## src/rtl/gui_palette_panel.sv

```systemverilog
// Left-edge palette overlay: a column of colour swatches, a blinking ring on the
// selected swatch and a stroke-width preview bar, with a two-stage pixel pipeline.
module gui_palette_panel #(
    parameter int PANEL_WIDTH  = 100,
    parameter int NUM_SWATCHES = 9,
    parameter int SWATCH_X0    = 30,
    parameter int SWATCH_Y0    = 20,
    parameter int SWATCH_SIZE  = 40,
    parameter int SWATCH_GAP   = 8,
    parameter int RING_PX      = 2,
    parameter int BLINK_LOG2   = 4,
    parameter int DEFAULT_SEL  = 1
) (
    input  logic        clk_in,
    input  logic        rst_n_in,
    input  logic [10:0] hcount_in,
    input  logic [9:0]  vcount_in,
    input  logic        next_in,
    input  logic        prev_in,
    input  logic [2:0]  stroke_width_in,
    output logic [7:0]  red_out,
    output logic [7:0]  green_out,
    output logic [7:0]  blue_out,
    output logic        in_panel_out,
    output logic [3:0]  color_sel_out
);

    localparam int          PITCH     = SWATCH_SIZE + SWATCH_GAP;
    localparam logic [11:0] PANEL_W_L = 12'(PANEL_WIDTH);
    localparam logic [11:0] X_LO      = 12'(SWATCH_X0);
    localparam logic [11:0] X_HI      = 12'(SWATCH_X0 + SWATCH_SIZE);
    localparam logic [11:0] X_RING_LO = 12'(SWATCH_X0 + RING_PX);
    localparam logic [11:0] X_RING_HI = 12'(SWATCH_X0 + SWATCH_SIZE - RING_PX);
    localparam logic [11:0] STROKE_Y  = 12'(SWATCH_Y0 + NUM_SWATCHES * PITCH);
    localparam logic [3:0]  LAST_SEL  = 4'(NUM_SWATCHES - 1);
    localparam logic [3:0]  DEF_SEL   = 4'(DEFAULT_SEL);
    localparam logic [23:0] RGB_BG    = 24'h505050;

    function automatic logic [23:0] palette_rgb(input logic [3:0] idx);
        logic [23:0] rgb;
        case (idx)
            4'd0:    rgb = 24'h000000;
            4'd1:    rgb = 24'hFFFFFF;
            4'd2:    rgb = 24'hFF0000;
            4'd3:    rgb = 24'h00FF00;
            4'd4:    rgb = 24'h0000FF;
            4'd5:    rgb = 24'h00FFFF;
            4'd6:    rgb = 24'hFF00FF;
            4'd7:    rgb = 24'hFFFF00;
            4'd8:    rgb = 24'h808080;
            default: rgb = 24'hFFFFFF;
        endcase
        return rgb;
    endfunction

    logic [3:0]  sel_q, sel_d;
    logic [3:0]  disp_sel_q;
    logic [2:0]  disp_width_q;
    logic [7:0]  frame_cnt_q;
    logic        frame_start;

    always_comb begin
        sel_d = sel_q;
        if (next_in && !prev_in) begin
            sel_d = (sel_q == LAST_SEL) ? 4'd0 : sel_q + 4'd1;
        end else if (prev_in && !next_in) begin
            sel_d = (sel_q == 4'd0) ? LAST_SEL : sel_q - 4'd1;
        end
    end

    assign frame_start = (hcount_in == 11'd0) && (vcount_in == 10'd0);

    // Display state is frozen per frame so a selection change never tears mid-frame.
    always_ff @(posedge clk_in or negedge rst_n_in) begin
        if (!rst_n_in) begin
            sel_q        <= DEF_SEL;
            disp_sel_q   <= DEF_SEL;
            disp_width_q <= 3'd0;
            frame_cnt_q  <= 8'd0;
        end else begin
            sel_q <= sel_d;
            if (frame_start) begin
                disp_sel_q   <= sel_q;
                disp_width_q <= stroke_width_in;
                frame_cnt_q  <= frame_cnt_q + 8'd1;
            end
        end
    end

    assign color_sel_out = sel_q;

    logic [11:0]             px, py;
    logic                    col_hit, col_edge;
    logic [NUM_SWATCHES-1:0] row_hit, row_edge;
    logic                    in_panel_d, hit_d, ring_d, bar_d;
    logic [3:0]              idx_d;
    logic [11:0]             bar_end;

    assign px       = {1'b0, hcount_in};
    assign py       = {2'b0, vcount_in};
    assign col_hit  = (px >= X_LO) && (px < X_HI);
    assign col_edge = (px < X_RING_LO) || (px >= X_RING_HI);

    // One constant-bound comparator pair per swatch row replaces a divide by PITCH.
    for (genvar gi = 0; gi < NUM_SWATCHES; gi++) begin : g_row
        localparam logic [11:0] TOP     = 12'(SWATCH_Y0 + gi * PITCH);
        localparam logic [11:0] BOT     = 12'(SWATCH_Y0 + gi * PITCH + SWATCH_SIZE);
        localparam logic [11:0] RING_LO = 12'(SWATCH_Y0 + gi * PITCH + RING_PX);
        localparam logic [11:0] RING_HI = 12'(SWATCH_Y0 + gi * PITCH + SWATCH_SIZE - RING_PX);
        assign row_hit[gi]  = col_hit && (py >= TOP) && (py < BOT);
        assign row_edge[gi] = col_edge || (py < RING_LO) || (py >= RING_HI);
    end

    always_comb begin
        hit_d  = 1'b0;
        idx_d  = 4'd0;
        ring_d = 1'b0;
        for (int i = 0; i < NUM_SWATCHES; i++) begin
            if (row_hit[i]) begin
                hit_d  = 1'b1;
                idx_d  = 4'(i);
                ring_d = row_edge[i] && (disp_sel_q == 4'(i));
            end
        end
    end

    assign in_panel_d = px < PANEL_W_L;
    assign bar_end    = STROKE_Y + {8'd0, disp_width_q, 1'b0} + 12'd2;
    assign bar_d      = col_hit && (py >= STROKE_Y) && (py < bar_end);

    // Stage 1: region decode
    logic       vld_p1;
    logic       in_panel_p1, hit_p1, ring_p1, bar_p1, blink_p1;
    logic [3:0] idx_p1, bar_sel_p1;

    always_ff @(posedge clk_in or negedge rst_n_in) begin
        if (!rst_n_in) begin
            vld_p1 <= 1'b0;
        end else begin
            vld_p1 <= 1'b1;
        end
    end

    always_ff @(posedge clk_in) begin
        in_panel_p1 <= in_panel_d;
        hit_p1      <= hit_d;
        idx_p1      <= idx_d;
        ring_p1     <= ring_d;
        bar_p1      <= bar_d;
        bar_sel_p1  <= disp_sel_q;
        blink_p1    <= frame_cnt_q[BLINK_LOG2];
    end

    // Stage 2: colour lookup and priority mux
    logic [23:0] rgb_q, rgb_d;
    logic        in_panel_q;

    always_comb begin
        rgb_d = rgb_q;
        if (vld_p1 && in_panel_p1) begin
            if (ring_p1) begin
                rgb_d = blink_p1 ? 24'h000000 : 24'hFFFFFF;
            end else if (hit_p1) begin
                rgb_d = palette_rgb(idx_p1);
            end else if (bar_p1) begin
                rgb_d = palette_rgb(bar_sel_p1);
            end else begin
                rgb_d = RGB_BG;
            end
        end
    end

    always_ff @(posedge clk_in or negedge rst_n_in) begin
        if (!rst_n_in) begin
            rgb_q      <= 24'd0;
            in_panel_q <= 1'b0;
        end else begin
            rgb_q      <= rgb_d;
            in_panel_q <= vld_p1 && in_panel_p1;
        end
    end

    assign red_out      = rgb_q[23:16];
    assign green_out    = rgb_q[15:8];
    assign blue_out     = rgb_q[7:0];
    assign in_panel_out = in_panel_q;

endmodule

```

## config.mk

```make
export PLATFORM = sky130hd
export DESIGN_NAME = gui_palette_panel
export DESIGN_NICKNAME = d
export VERILOG_FILES = /design/src/rtl/gui_palette_panel.sv
export SDC_FILE = /design/constraint.sdc
export NUM_CORES = 1
export LEC_CHECK = 0
export CAP_MARGIN = 20
export CORE_UTILIZATION = 56
export DETAILED_ROUTE_END_ITERATION = 6
export HOLD_SLACK_MARGIN = 0.08
export PLACE_DENSITY = 0.83
export SLEW_MARGIN = 10
export SYNTH_ARGS = -nofsm -noshare
export SYNTH_HDL_FRONTEND = slang
export SYNTH_SLANG_ARGS = --single-unit
export TNS_END_PERCENT = 50
```

## constraint.sdc

```tcl
create_clock -name clk_in -period 4.35 [get_ports clk_in]
set_input_delay 0.435 -clock clk_in [delete_from_list [all_inputs] [get_ports clk_in]]
set_output_delay 0.435 -clock clk_in [all_outputs]
set_load 0.1 [all_outputs]
```

======== Word-level counts from Yosys, hierarchy flattened ========
Memories as Yosys holds them, arrays and structs flattened. A register that Yosys moved wholly into a read port is not among the register bits.
Cells that the tools add are included.
cells by class
  $add $sub $neg .......................... 5
  $mul .................................... 0
  div/mod/pow operators ................... 0
  $lt $le $gt $ge ......................... 43
  equality and inequality tests ........... 9
  shift operators ......................... 0
  mux-type cells .......................... 26
  bitwise operators ....................... 0
  reductions and logical operators ........ 61
operators with widths
  kind                     number
  $mux W24                 4
  $ge A10 B9 Y1 const B    9
  $lt A10 B9 Y1 const B    8
  $ge A10 B8 Y1 const B    5
  $lt A10 B8 Y1 const B    5
  $mux W4                  11
  $logic_and A1 B1 Y1      34
  $ge A10 B7 Y1 const B    3
  $lt A10 B7 Y1 const B    3
  $lt A11 B7 Y1 const B    2
  $logic_or A1 B1 Y1       19
  $eq A4 B3 Y1 const B     4
  $add A10 B2 Y11 const B  1
  $ge A11 B5 Y1 const B    1
  $ge A11 B7 Y1 const B    1
  $logic_not A11 Y1        1
  $lt A10 B11 Y1           1
  $lt A11 B6 Y1 const B    1
  $mux W1                  11
  $add A9 B4 Y10 const A   1
  $ge A10 B5 Y1 const B    1
  $ge A10 B6 Y1 const B    1
  $logic_not A10 Y1        1
  $lt A10 B5 Y1 const B    1
  11 further kinds         15
word-level totals
  register bits ........................... 50
  bits in latches ......................... 0
  memory bits (writable) .................. 0
  ROM bits ................................ 768
  bits of input ports ..................... 28
  output and inout bits ................... 29
  logic and storage cells ................. 158
  memories ................................ 2
memory list
  name             words  bits a word  rd ports  clocked after Yosys merged registers in  write ports  RTL line  source
  (no name shown)  16     24           1         1                                        0            41        case (idx)
  (no name shown)  16     24           1         1                                        0            41

======== Depth between registers and ports, before layout ========
  depth in word-level cells ............... 14
  depth in mapped cells ................... 8
  mapped depth without buffers ............ 7

======== Worst setup path before layout ========
OpenSTA, ideal clock, no wires.
  path type ............................... input -> register
  start point ............................. input port hcount_in[7]
  end point ............................... register ring_p1
  library setup time ...................... 114 ps
  arrival ................................. 1,977 ps
  data required time ...................... 4,236 ps
  slack ................................... 2,259 ps
  cell stages on the path ................. 7
  path buffers ............................ 1
  cell sequence ........................... or4_4 buf_6 nor2_8 nand3_4 or3_4 a21boi_0 a21o_1
between the ends
  longest elaborated chain between the ends .. 14
ends and longest elaborated chain
  item                                                   RTL line  source
  start: declaration                                     16        input logic [10:0] hcount_in,
  $lt A11 B6 Y1 / $ge A11 B7 Y1 (equally long branches)  102       assign col_edge = (px < X_RING_LO) || (px >= X_RING_HI);
  $logic_or A1 B1 Y1                                     102
  $logic_or A1 B1 Y1 (2 in series)                       111       assign row_edge[gi] = col_edge || (py < RING_LO) || (py >= RING_HI);
  $logic_and A1 B1 Y1                                    122       ring_d = row_edge[i] && (disp_sel_q == 4'(i));
  $mux W1 (8 in series)                                  119       if (row_hit[i]) begin
  $mux W1 *                                              119
  net ring_d                                             95        logic in_panel_d, hit_d, ring_d, bar_d;
  end signal: assignment                                 148       ring_p1 <= ring_d;
  end: declaration                                       133       logic in_panel_p1, hit_p1, ring_p1, bar_p1, blink_p1;
The timed path passes the listed nets; every way through them passes the cells marked *.
A chain may end at the register's enable or synchronous reset.

======== Worst setup path in the final report ========
  start point ............................. input port vcount_in[5]
  end point ............................... register disp_sel_q[2]
between the ends
  longest elaborated chain between the ends .. 2
ends and longest elaborated chain
  item                    RTL line  source
  start: declaration      17        input logic [9:0] vcount_in,
  $logic_not A10 Y1       71        assign frame_start = (hcount_in == 11'd0) && (vcount_in == 10'd0);
  $logic_and A1 B1 Y1     71
  end signal: assignment  83        disp_sel_q <= sel_q;
  end: declaration        57        logic [3:0] disp_sel_q;
No other way between the ends.

==> impl_metrics.csv <==
group,metric,value,unit
global_route,grt_pass1_vias,2241,
clock_network,cts_tree,"yes",
synth,synthTopCellsByArea,"dfrtp_1 (22%), dfxtp_1 (12%), ha_1 (5.8%)",
detailed_routing,routedWlPerCell,14.2,µm
pwr,power.share.switching,42.6,%
pwr,clkPwrFrac,24.2,%
synth,avgSynthCellArea,8.45,µm²
timing,fin_crit_sh,59.0,%
finish,drive_above_1_share,5.23,%
place,dpl.hpwl,4640,µm
floorplanning,dieArea,5310,µm²
clock_network,cts_hold_buf,0,
critical_path,r2r_end,"ring_p1",
finish,finalNetCount,403,
place,portBuffers,56,
place,dp_cells,422,
critical_path,reg2reg_depth,7,
timing,tns,0,ps
clock_network,clk_path_buf_depth,2,
critical_path,crit_chain,"clkdlybuf4s50_1 -> nor4_1 -> and4_1 -> mux2_1",
clock_network,cts_sinks,44,
synth,synth-main-ff-cell,"dfrtp_1",
synth,synthCells,333,
synth,synth_nets,374,
timing,slew_headroom,35.2,%
critical_path,critPathKind,"in2reg",
floorplanning,pin_count,57,
critical_path,startpoint_type,"input port",
detailed_routing,vias_per_cell,5.88,
finish,final_cells,430,
timing,final-hold-violation-count,0,
synth,ys_warn_count,0,
worst_hold_path,holdPathStages,0,
critical_path,crit_arrival,2750,ps
finish,diodes,0,
timing,drv_slew,0,
pwr,ir_worst_vdd,0.385,mV
pwr,p_int,0.753,mW
global_route,grt_start_max_net_pins,28,
detailed_routing,drtPass1Iterations,4,
finish,mostFrequentLayoutCell,"clkdlybuf4s50_1",
job,cap_violations,0,
pwr,switchingPower,0.560,mW
synth,syn_area,2820,µm²
global_route,grt.overflow.total,0,
detailed_routing,drtAntennaViolNets,0,
clock_network,numCtsBuffers,5,
clock_network,clkLatencyLatePin,300,ps
synth,ys_seq_elements,44,
worst_hold_path,hp-class,"reg2reg",
critical_path,critPathBufInv,1,
synth,yosysSeqAreaShare,36.2,%
floorplanning,die_width,72.9,µm
pwr,p_leak,1.41,nW
detailed_routing,vias,2530,
pwr,pwr-share-seq,36.7,%
timing,layout_min_cycle_time,2570,ps
clock_network,cts.repair.resized,0,
synth,yosysTopAreaCell,"dfrtp_1",
global_route,grt.total_usage,25.1,%
worst_hold_path,hold_start,"frame_cnt_q[4]",
critical_path,crit_fanout,20,
pwr,comb_power_share,39.1,%
detailed_routing,routed_wl,6130,µm
synth,netlist.area_leader.share,22.2,%
worst_hold_path,hold-path-endpoint,"blink_p1",
synth,async_reset_ff_share,61.4,%
detailed_routing,drcViolationCount,0,
timing,grt_setup_unrepaired,"false",
global_route,grt_pass1_wl,10300,µm
critical_path,cp.required,4540,ps
floorplanning,die_h,72.9,µm
clock_network,post-cts-setup-buffers,0,
critical_path,critical_path.max_stage_delay,710,ps
synth,synth-edff-count,0,
floorplanning,core,4790,µm²
timing,skew,8.64,ps
critical_path,path_delay_family,"simple AND/OR/NAND/NOR gates",
global_route,grt_antenna_before_repair,0,
finish,fillers,385,
timing,max_freq,389,MHz
finish,final_cell_mix,"clkdlybuf4s50_1 (56), nand2_1 (38), dfrtp_1 (25), nor2_1 (24), dfxtp_1 (17)",
floorplanning,start_util,58.8,%
floorplanning,num_rows,25,
clock_network,cts_htree_levels,2,
timing,worstMarginPinSlew,968,ps
pwr,power_density,388,nW/µm²
critical_path,end_kind,"flop",
detailed_routing,drt_iter0_markers,188,
clock_network,clockRootBuffer,"clkbuf_8",
finish,syn2layout_area_growth,20.2,%
status,outcome,"complete, no violations",
clock_network,cts.clk_slew.worst_paths,80,ps
critical_path,crit_slowest_cell,"clkdlybuf4s50_1",
place,gp_congestion,0.909,
timing,setup_viol,0,
critical_path,timing.rr.start,"disp_sel_q[0]",
synth,yosysUniqueCellTypes,58,
critical_path,r2r_slack,2660,ps
==> power by group through the flow <==
stage	combinational, mW	clock (mW)	sequential, mW
after floorplan	0.223	0	0.655
after global placement	0.505	0	0.487
after detailed placement	0.510	0	0.490
after CTS	0.512	0.321	0.482
after global routing	0.545	0.337	0.487
final	0.514	0.318	0.482
==> metal layers <==
| metal | vias to the layer above | routed length (µm) | global-route usage, % |
|---|---|---|---|
| met4 | 0 | 91 | 8.50 |
| li1 | 1248 | - | - |
| met3 | 10 | 443 | 3.73 |
| met2 | 114 | 2870 | 41.7 |
| met5 | - | 0 | 0 |
| met1 | 1158 | 2720 | 33.3 |
==> stage by stage <==
| step | utilization [%] | area, µm² | hold slack, ps | setup slack [ps] | total power, mW |
|---|---|---|---|---|---|
| 3_3_place_gp | 68.3 | 3270 | 403 | 1570 | 0.991 |
| 2_1_floorplan | - | 2820 | 139 | 2260 | 0.878 |
| 5_1_grt | 70.7 | 3380 | 450 | 1620 | 1.37 |
| 4_1_cts | 70.7 | 3380 | 437 | 1790 | 1.31 |
| 3_5_place_dp | 68.3 | 3270 | 418 | 1470 | 1.00 |
| 6_report | 70.7 | 3380 | 443 | 1780 | 1.31 |
==> logic make-up after synthesis <==
family	Yosys count	share of synthesized area, %
adder cells (fa/ha/maj)	13	5.78
buffers and inverters	49	8.93
AND/OR/NAND/NOR	125	24.0
flip-flops	44	36.2
other	1	0.133
AO/OA/AOI/OAI	90	21.3
multiplexers	4	1.56
XOR/XNOR	7	2.18
==> synth_stat cells (3+ instances only) <==
master	number
a31oi_1	3
nand2b_1	8
inv_1	14
clkbuf_1	16
nand3_1	6
nor2b_1	6
a21oi_1	9
o211ai_1	4
nand2_1	38
nor4_1	5
and3_1	3
nor2_1	24
mux2_1	3
a211oi_1	5
nor3_1	11
o21ai_0	16
ha_1	13
buf_4	15
o21a_1	5
and4_1	3
o21ai_1	15
a221oi_1	5
xnor2_1	5
a21o_1	6
o32a_1	3
dfrtp_1	25
o22ai_1	5
dfxtp_1	17
nand4_1	6
buf_2	3
==> worst max-delay path by stage <==
stage	from	slack (ps)	endpoint	cells after the start
floorplan	hcount_in[7]	2260	ring_p1	7
global placement	vcount_in[5]	1570	disp_sel_q[2]	4
detailed placement	vcount_in[5]	1470	disp_sel_q[2]	4
CTS	vcount_in[5]	1790	disp_sel_q[2]	4
global route	vcount_in[5]	1620	frame_cnt_q[3]	5
finish	vcount_in[5]	1780	disp_sel_q[2]	4
==> worst register-to-register path: stages, from the launching register on <==
cell and delay (ps):
dfstp_2 580, inv_1 100, ha_1 230, o211ai_1 110, o41ai_1 90, a211oi_1 220, o21ai_1 100, a21o_1 180
==> area by class of cell <==
cell class / count / area [µm²] / share of cell area [%]
timing repair buffer: 57 / 568 / 16.8
clock buffer: 5 / 68.8 / 2.03
inverter: 14 / 52.6 / 1.55
clock inverter: 3 / 47.5 / 1.40
multi-input combinational: 240 / 1550 / 45.7
sequential: 44 / 1020 / 30.1
tap: 67 / 83.8 / 2.48
No activity file was read; power rests on OpenSTA's default activity.
